--- src/rtl/krz_spim.sv ---
// Byte-wide SPI master (mode 0) on the KRZ peripheral bus.
// Bus writes fill a TX FIFO that the shift engine drains; received bytes are queued in an RX FIFO.
module krz_spim #(
    parameter int DEPTH = 4
) (
    input  logic        clk,
    input  logic        rstz,
    input  logic [7:0]  perif_adr_i,
    input  logic [31:0] perif_dat_i,
    input  logic        perif_we_i,
    input  logic        spim_stb_i,
    output logic        spim_ack_o,
    output logic [7:0]  spim_dat_o,
    output logic        spim_sclk_o,
    output logic        spim_mosi_o,
    input  logic        spim_miso_i,
    output logic        spim_csn_o
);
    localparam int AW = $clog2(DEPTH);

    typedef enum logic [1:0] {S_IDLE, S_SHIFT, S_PUSH} state_t;

    state_t      state_q;
    logic        ack_q, csn_q, ovf_q, sclk_q, mosi_q, miso_q;
    logic [7:0]  dat_q, div_q, shreg_q, div_cnt_q;
    logic [4:0]  tog_q;
    logic [AW:0] tx_wp_q, tx_rp_q, rx_wp_q, rx_rp_q;
    logic [7:0]  tx_mem [DEPTH];
    logic [7:0]  rx_mem [DEPTH];

    logic       access, tx_empty, tx_full, rx_empty, rx_full, busy;
    logic       eng_pop, eng_push, tx_push, rx_pop, ovf_set, ovf_clr;
    logic [1:0] reg_sel;
    logic [7:0] tx_head, rx_head, status, rd_data_d;
    logic       unused_bits;

    assign unused_bits = ^{perif_adr_i[7:4], perif_adr_i[1:0], perif_dat_i[31:8]};

    // A held strobe is accepted only every other cycle so the bridge can present its next byte.
    assign access  = spim_stb_i & ~ack_q;
    assign reg_sel = perif_adr_i[3:2];

    assign tx_empty = (tx_wp_q == tx_rp_q);
    assign tx_full  = ((tx_wp_q ^ tx_rp_q) == {1'b1, {AW{1'b0}}});
    assign rx_empty = (rx_wp_q == rx_rp_q);
    assign rx_full  = ((rx_wp_q ^ rx_rp_q) == {1'b1, {AW{1'b0}}});
    assign tx_head  = tx_mem[tx_rp_q[AW-1:0]];
    assign rx_head  = rx_mem[rx_rp_q[AW-1:0]];

    assign eng_pop  = (state_q == S_IDLE) & ~tx_empty & ~rx_full;
    assign eng_push = (state_q == S_PUSH);
    assign busy     = (state_q != S_IDLE) | ~tx_empty;

    // A push into a full TX still lands when the engine frees a slot on the same edge.
    assign tx_push = access & perif_we_i & (reg_sel == 2'd2) & (~tx_full | eng_pop);
    assign ovf_set = access & perif_we_i & (reg_sel == 2'd2) & tx_full & ~eng_pop;
    assign ovf_clr = access & perif_we_i & (reg_sel == 2'd3) & perif_dat_i[5];
    assign rx_pop  = access & ~perif_we_i & (reg_sel == 2'd2) & ~rx_empty;

    assign status = {2'b00, ovf_q, rx_empty, rx_full, tx_empty, tx_full, busy};

    always_comb begin
        // NOTE: default first so every path assigns rd_data_d and no latch is inferred.
        rd_data_d = 8'h00;
        if (access && !perif_we_i) begin
            case (reg_sel)
                2'd0:    rd_data_d = {7'd0, csn_q};
                2'd1:    rd_data_d = div_q;
                2'd2:    rd_data_d = rx_empty ? 8'h00 : rx_head;
                default: rd_data_d = status;
            endcase
        end
    end

    always_ff @(posedge clk or negedge rstz) begin
        if (!rstz) begin
            ack_q <= 1'b0;
            dat_q <= 8'h00;
            csn_q <= 1'b1;
            div_q <= 8'h03;
            ovf_q <= 1'b0;
        end else begin
            // NOTE: non-blocking assignments so every register samples pre-edge values.
            ack_q <= access;
            dat_q <= rd_data_d;
            if (access && perif_we_i && reg_sel == 2'd0) csn_q <= perif_dat_i[0];
            if (access && perif_we_i && reg_sel == 2'd1) div_q <= perif_dat_i[7:0];
            if (ovf_set)      ovf_q <= 1'b1;
            else if (ovf_clr) ovf_q <= 1'b0;
        end
    end

    always_ff @(posedge clk or negedge rstz) begin
        if (!rstz) begin
            tx_wp_q <= '0;
            tx_rp_q <= '0;
            rx_wp_q <= '0;
            rx_rp_q <= '0;
        end else begin
            if (tx_push)  tx_wp_q <= tx_wp_q + 1'b1;
            if (eng_pop)  tx_rp_q <= tx_rp_q + 1'b1;
            if (eng_push) rx_wp_q <= rx_wp_q + 1'b1;
            if (rx_pop)   rx_rp_q <= rx_rp_q + 1'b1;
        end
    end

    // NOTE: FIFO storage has no reset; the pointers alone define which entries are valid.
    always_ff @(posedge clk) begin
        if (tx_push)  tx_mem[tx_wp_q[AW-1:0]] <= perif_dat_i[7:0];
        if (eng_push) rx_mem[rx_wp_q[AW-1:0]] <= shreg_q;
    end

    always_ff @(posedge clk or negedge rstz) begin
        if (!rstz) begin
            state_q   <= S_IDLE;
            shreg_q   <= 8'h00;
            miso_q    <= 1'b0;
            div_cnt_q <= 8'h00;
            tog_q     <= 5'd0;
            sclk_q    <= 1'b0;
            mosi_q    <= 1'b0;
        end else begin
            case (state_q)
                S_IDLE: begin
                    if (eng_pop) begin
                        shreg_q   <= tx_head;
                        mosi_q    <= tx_head[7];
                        div_cnt_q <= 8'h00;
                        tog_q     <= 5'd0;
                        state_q   <= S_SHIFT;
                    end
                end
                S_SHIFT: begin
                    if (div_cnt_q >= div_q) begin
                        div_cnt_q <= 8'h00;
                        sclk_q    <= ~sclk_q;
                        tog_q     <= tog_q + 5'd1;
                        // MISO is held aside on the rise so the untransmitted LSBs survive until the fall.
                        if (!sclk_q) begin
                            miso_q <= spim_miso_i;
                        end else begin
                            shreg_q <= {shreg_q[6:0], miso_q};
                            mosi_q  <= shreg_q[6];
                        end
                        if (tog_q == 5'd15) state_q <= S_PUSH;
                    end else begin
                        div_cnt_q <= div_cnt_q + 8'd1;
                    end
                end
                S_PUSH:  state_q <= S_IDLE;
                default: state_q <= S_IDLE;
            endcase
        end
    end

    assign spim_ack_o  = ack_q;
    assign spim_dat_o  = dat_q;
    assign spim_sclk_o = sclk_q;
    assign spim_mosi_o = mosi_q;
    assign spim_csn_o  = csn_q;
endmodule

--- config.mk ---
export PLATFORM = sky130hd
export DESIGN_NAME = krz_spim
export DESIGN_NICKNAME = d
export VERILOG_FILES = /design/src/rtl/krz_spim.sv
export SDC_FILE = /design/constraint.sdc
export NUM_CORES = 1
export LEC_CHECK = 0
export ABC_AREA = 1
export CORE_MARGIN = 2
export CORE_UTILIZATION = 49
export CTS_CLUSTER_DIAMETER = 80
export DETAILED_ROUTE_END_ITERATION = 10
export PLACE_DENSITY = 0.7
export REMOVE_ABC_BUFFERS = 1
export SYNTH_ARGS = -nofsm -noshare
export SYNTH_HDL_FRONTEND = slang
export SYNTH_SLANG_ARGS = --single-unit
--- constraint.sdc ---
create_clock -name clk -period 3.59 [get_ports clk]
set_input_delay 0.359 -clock clk [delete_from_list [all_inputs] [get_ports clk]]
set_output_delay 0.359 -clock clk [all_outputs]
set_load 0.01 [all_outputs]
## Word-level counts from Yosys, hierarchy flattened

Memory sizes are Yosys's and may differ from the RTL's.
Index checks and enable logic that the tools add are counted.

| word-level totals | value |
|---|---|
| memories kept | 2 |
| memory bits (writable) | 64 |
| register bits after elaboration | 57 |
| logic and storage cells | 107 |
| input port bits | 45 |
| output and inout bits | 12 |

| operators by class | value |
|---|---|
| magnitude comparators | 1 |
| multiplexer cells | 27 |
| $add $sub $neg | 6 |
| bitwise gates (word level) | 25 |
| equality and inequality tests | 14 |
| reduce and logical (&&, ||, !) cells | 16 |

Memories:

| name | words | width | read ports | clocked after memory_dff | wr ports | line | text |
|---|---|---|---|---|---|---|---|
| rx_mem | 4 | 8 | 1 | 0 | 1 | 29 | `logic [7:0] rx_mem [DEPTH];` |
| tx_mem | 4 | 8 | 1 | 0 | 1 | 28 | `logic [7:0] tx_mem [DEPTH];` |

Operators by type and width:

| kind | count |
|---|---|
| $mux 8 | 7 |
| $pmux 8 s2 | 2 |
| $pmux 8 s3 | 1 |
| $and 1x1->1 | 13 |
| $add 3x1->3 const B | 4 |
| $mux 5 | 2 |
| $pmux 5 s2 | 1 |
| $mux 1 | 9 |
| $reduce_and 3->1 | 3 |
| $add 8x1->8 const B | 1 |
| $ge 8x8->1 | 1 |
| $ne 2x2->1 const B | 4 |
| $not 1->1 | 8 |
| $eq 2x2->1 const B | 3 |
| $eq 3x3->1 | 2 |
| $eq 3x3->1 const B | 2 |
| $mux 2 | 3 |
| $reduce_bool 2->1 | 3 |
| $xor 3x3->3 | 2 |
| $add 5x1->5 const B | 1 |
| $eq 5x4->1 const B | 1 |
| $eq 2x1->1 const B | 2 |
| $logic_and 1x1->1 | 4 |
| $logic_not 2->1 | 2 |
| other kinds (6) | 8 |

## Depth between registers and ports, before layout

| logic depth | value |
|---|---|
| depth in word-level cells | 8 |
| mapped depth | 13 |
| depth with buffers taken out | 13 |

## Worst setup path after synthesis

No wires, ideal clock.

| path | value |
|---|---|
| path type | register to register |
| start point | reg rx_rp_q[1] |
| end point | mem tx_mem[0][0], enable pin |
| clock period less this slack | 1.806 ns |
| path buffers | 1 |
| stages on the path, launching flop included | 8 |
| arrival time | 1.435 ns |
| library setup time | 0.371 ns |
| required time | 3.219 ns |
| slack | 1.784 ns |
| path through | dfrtp_1 > buf_4 > xnor2_2 > nand3_2 > nand3_4 > nand2_2 > nand2_4 > nor2_1 |

| on the way | value |
|---|---|
| cells in the longest elaborated chain, start to end | 8 |

Ends and longest elaborated chain:

| what | line | text |
|---|---|---|
| from (decl) | 27 | `logic [AW:0] tx_wp_q, tx_rp_q, rx_wp_q, rx_rp_q;` |
| from (signal assigned) | 103 | `if (rx_pop) rx_rp_q <= rx_rp_q + 1'b1;` |
| $xor 3x3->3 | 46 | `assign rx_full = ((rx_wp_q ^ rx_rp_q) == {1'b1, {AW{1'b0}}});` |
| $eq 3x3->1 | 46 |  |
| $not 1->1 | 50 | `assign eng_pop = (state_q == S_IDLE) & ~tx_empty & ~rx_full;` |
| $and 1x1->1 | 50 |  |
| $or 1x1->1 | 55 | `assign tx_push = access & perif_we_i & (reg_sel == 2'd2) & (~tx_full \| eng_pop);` |
| $and 1x1->1 | 55 |  |
| $mux 1 | 109 | `if (tx_push) tx_mem[tx_wp_q[AW-1:0]] <= perif_dat_i[7:0];` |
| $mux 1 (implied by the code) | 109 |  |
| to (decl) | 28 |  |

Every way passes these cells.

## Final worst setup path

| path | value |
|---|---|
| start point | reg tx_rp_q[1] |
| end point | mem tx_mem[3][7], enable pin |

| on the way | value |
|---|---|
| cells in the longest elaborated chain, start to end | 8 |
| elaborated cells on any way between the ends | 11 |

Ends and longest elaborated chain:

| what | line | text |
|---|---|---|
| from (decl) | 27 |  |
| from (signal assigned) | 101 | `if (eng_pop) tx_rp_q <= tx_rp_q + 1'b1;` |
| $eq 3x3->1 | 43 | `assign tx_empty = (tx_wp_q == tx_rp_q);` |
| $not 1->1 | 50 |  |
| $and 1x1->1 (2 in series) | 50 |  |
| $or 1x1->1 (*) | 55 |  |
| $and 1x1->1 (*) | 55 |  |
| $mux 1 (*) | 109 |  |
| $mux 1 (implied by the code) (*) | 109 |  |

Every way passes the cells marked *; elsewhere a longest branch is shown, timed or not.

==> flow_metrics.py <==
metrics = {
    "timing": {
        "fmax_ghz": 0.405,
        "fin_setup_tns_ns": 0,
        "period_minus_slack_ns": 2.47,
        "fin_crit_sh_pct": 68.8,
        "final_hold_viol_count": 0,
        "worstMarginPinSlew_ns": 0.907,
        "fin_worst_skew_ns": 0.00943,
        "slew_headroom_pct": 39.3,
        "rsz0062_at_grt": "false",
        "drv_slew": 0,
        "setup_viol": 0,
    },
    "synthesis": {
        "yosys.area.top_type_share_pct": 34.0,
        "synth.avg_cell_area_sq_um": 9.84,
        "seq_area_frac_synth_pct": 58.8,
        "netlist_area_sq_mm": 0.00566,
        "synth_adder_area_share_pct": 4.64,
        "synth_top_family_by_area": "simple AND/OR/NAND/NOR gates",
        "ys_types": 35,
        "synthXorXnorAreaFrac_pct": 2.30,
        "ys_warn_count": 0,
        "synthMuxAreaShare_pct": 0,
        "synth_simple_gate_area_share_pct": 20.1,
        "synth-seq-cells": 120,
        "synth_top_cell_by_area": "edfxtp_1",
        "synth_compound_area_share_pct": 7.78,
        "post_synth_main_area_contributors": "edfxtp_1, dfrtp_1, nand2_1, ha_1, inv_1",
        "syn_inst": 575,
    },
    "final_layout": {
        "area.growth.synth_to_final_pct": 17.1,
        "drive_gt1_share_pct": 11.1,
        "final_cell_mix": "nand2_1, edfxtp_1, inv_1, dfrtp_1, o21ai_0",
        "final_cells": 765,
        "nFillCells": 945,
        "multi_input_area_sq_mm": 0.00197,
        "final_nets": 675,
        "layout_commonest_cell": "nand2_1",
        "antenna_cells": 0,
        "regArea_sq_mm": 0.00333,
    },
    "cts": {
        "cts_tree": "yes",
        "cts_buffers": 17,
        "cts_hold_buf": 0,
        "clkTransAtPathRegs_ns": 0.05,
        "cts_buffer_depth": 2,
        "cts-root-buf": "clkbuf_16",
        "cts_resized": 0,
        "cts.sink_count": 120,
        "cts_setup_buffers": 0,
        "clock_latency_ns": 0.42,
        "htreeDepth": 4,
    },
    "floorplanning": {
        "dieHeight_um": 111,
        "fp.dieW_um": 111,
        "io_pins": 57,
        "dieArea_sq_mm": 0.0124,
        "core_area_sq_mm": 0.0113,
        "rows": 39,
        "start_util_pct": 50.0,
    },
    "power_and_ir_drop": {
        "power.density_mw_per_mm2": 732,
        "peakVddDrop_v": 0.000517,
        "p_leak_nw": 2.90,
    },
    "setup_path": {
        "cp_max_fo": 17,
        "worst_path_dominant_cell_family": "simple AND/OR/NAND/NOR gates",
        "critPathArrivalTime_ns": 2.51,
        "cpPeakStageDelay_ns": 0.62,
        "cp_data_required_time_ns": 3.63,
        "startpoint_type": "register",
        "cpMostUsedCell": "nand2_2",
        "path_cells": "inv_4 > nand2_2 > nand2_2 > nand3_2 > nand3_4 > nand2_2 > nand2_4 > nor2_1",
        "end_kind": "register",
        "slowest_stage": "dfrtp_1",
        "criticalPathCategory": "reg2reg",
        "cp_num_buf_inv": 1,
    },
    "grt": {
        "antenna_found_initial": 0,
        "grt_overflow_total": 0,
        "grt_pass1_wl_um": 19400,
        "grt_use_total_pct": 20.2,
        "grt_max_degree": 34,
        "grt_pass1_vias": 3892,
    },
    "drt": {
        "antenna_left": 0,
        "drt-pass1-iter-count": 5,
        "drcViolationCount": 0,
        "viasPerCell": 5.24,
        "wl_per_cell_um": 15.2,
        "drt-total-wl_um": 11600,
        "via_count": 4006,
        "first_iter_violations": 325,
    },
    "placement": {
        "io_buffers": 26,
        "gp_congestion": 0.851,
        "hpwl_um": 8190,
        "placed_cells": 733,
    },
    "job": {
        "maxCapViolations": 0,
    },
    "outcome": {
        "outcome": "completed",
    },
    "min_path": {
        "min_path_type": "in2async",
    },
}
==> per-stage QoR <==
step	setup slack (ns)	hold WS (ns)	instance area (sq um)	utilization, %	total power [mW]
detailed placement	1.01	0.462	6020	53.2	3.17
finish	1.12	0.0107	6630	58.5	4.85
global placement	1.05	0.461	6020	53.2	3.10
CTS	1.10	0.0221	6630	58.5	4.88
global route	0.889	0.0617	6630	58.5	5.15
floorplan	1.38	0.0634	5560	-	2.72
==> routing by layer <==
| layer | track usage [%] | vias to the layer above | part of all wire, % |
|---|---|---|---|
| li1 | - | 1965 | - |
| met3 | 5.44 | 19 | 5.0 |
| met2 | 32.8 | 105 | 49 |
| met5 | 0 | - | 0 |
| met4 | 7.90 | 0 | 1.8 |
| met1 | 26.1 | 1917 | 44 |
==> layout make-up <==
class	count	area share, %
clock buffer	25	7.80
inverter	70	4.04
tap	143	2.70
timing repair buffer	29	4.19
sequential	120	50.2
multi-input combinational	371	29.7
clock inverter	7	1.34
==> synthesized netlist by cell type <==
cell type	n
o21ai_0	44
nor2_4	3
o22ai_1	8
nand4_1	11
a31oi_1	1
buf_2	8
inv_2	9
ha_1	21
dfrtp_1	53
nor2_2	1
inv_4	2
xor2_1	10
edfxtp_1	64
a21o_1	1
o211ai_1	1
a32o_1	2
nor2_1	41
nor3b_1	1
nor3_2	2
nand2_2	6
xnor2_1	3
buf_4	3
buf_6	3
inv_1	59
a21oi_1	14
nor3_1	3
nand3_4	2
dfstp_2	3
a21oi_2	1
o21ai_1	10
xnor2_2	1
nand2_4	3
nand2_1	158
nand3_1	20
nand3_2	3
==> cells by family (layout without fill, tap and decap cells) <==
| family | count (synthesis) | after routing |
|---|---|---|
| AOI/OAI and AO/OA | 82 | 82 |
| xor gates and xnor gates | 14 | 14 |
| adders and majority gates | 21 | 21 |
| buffers and inverters | 84 | 131 |
| DFF | 120 | 120 |
| and+or+nand+nor | 254 | 254 |
==> registers in the layout, indices dropped and copies added, names as in the netlist, 2 cells and up <==
signal and count:
rx_mem 32, tx_mem 32, div_cnt_q 8, div_q 8, spim_dat_o 8, shreg_q 7
tog_q 5, rx_rp_q 3, rx_wp_q 3, tx_rp_q 3, tx_wp_q 3, state_q 2
==> power by group <==
| group | internal (mW) | total [mW] | leakage (nW) | switching (mW) |
|---|---|---|---|---|
| combinational | 0.449 | 1.25 | 1.31 | 0.802 |
| sequential | 1.67 | 1.89 | 1.30 | 0.219 |
| clock | 1.13 | 1.71 | 0.299 | 0.574 |
| total | 3.25 | 4.85 | 2.90 | 1.60 |
==> worst paths after layout <==
check	slack [ns]	end	cells after the start	start
min in group clk	0.49	miso_q	3	spim_miso_i
setup reg to reg	1.12	tx_mem[3][7]	8	tx_rp_q[1]
setup / recovery	1.12	tx_mem[3][7]	8	tx_rp_q[1]
hold / removal	0.01	spim_ack_o	1	rstz
hold reg to reg	0.49	spim_ack_o	1	spim_ack_o
max in group asynchronous	2.73	div_q[1]	2	rstz
(Power assumes the default switching activity.)
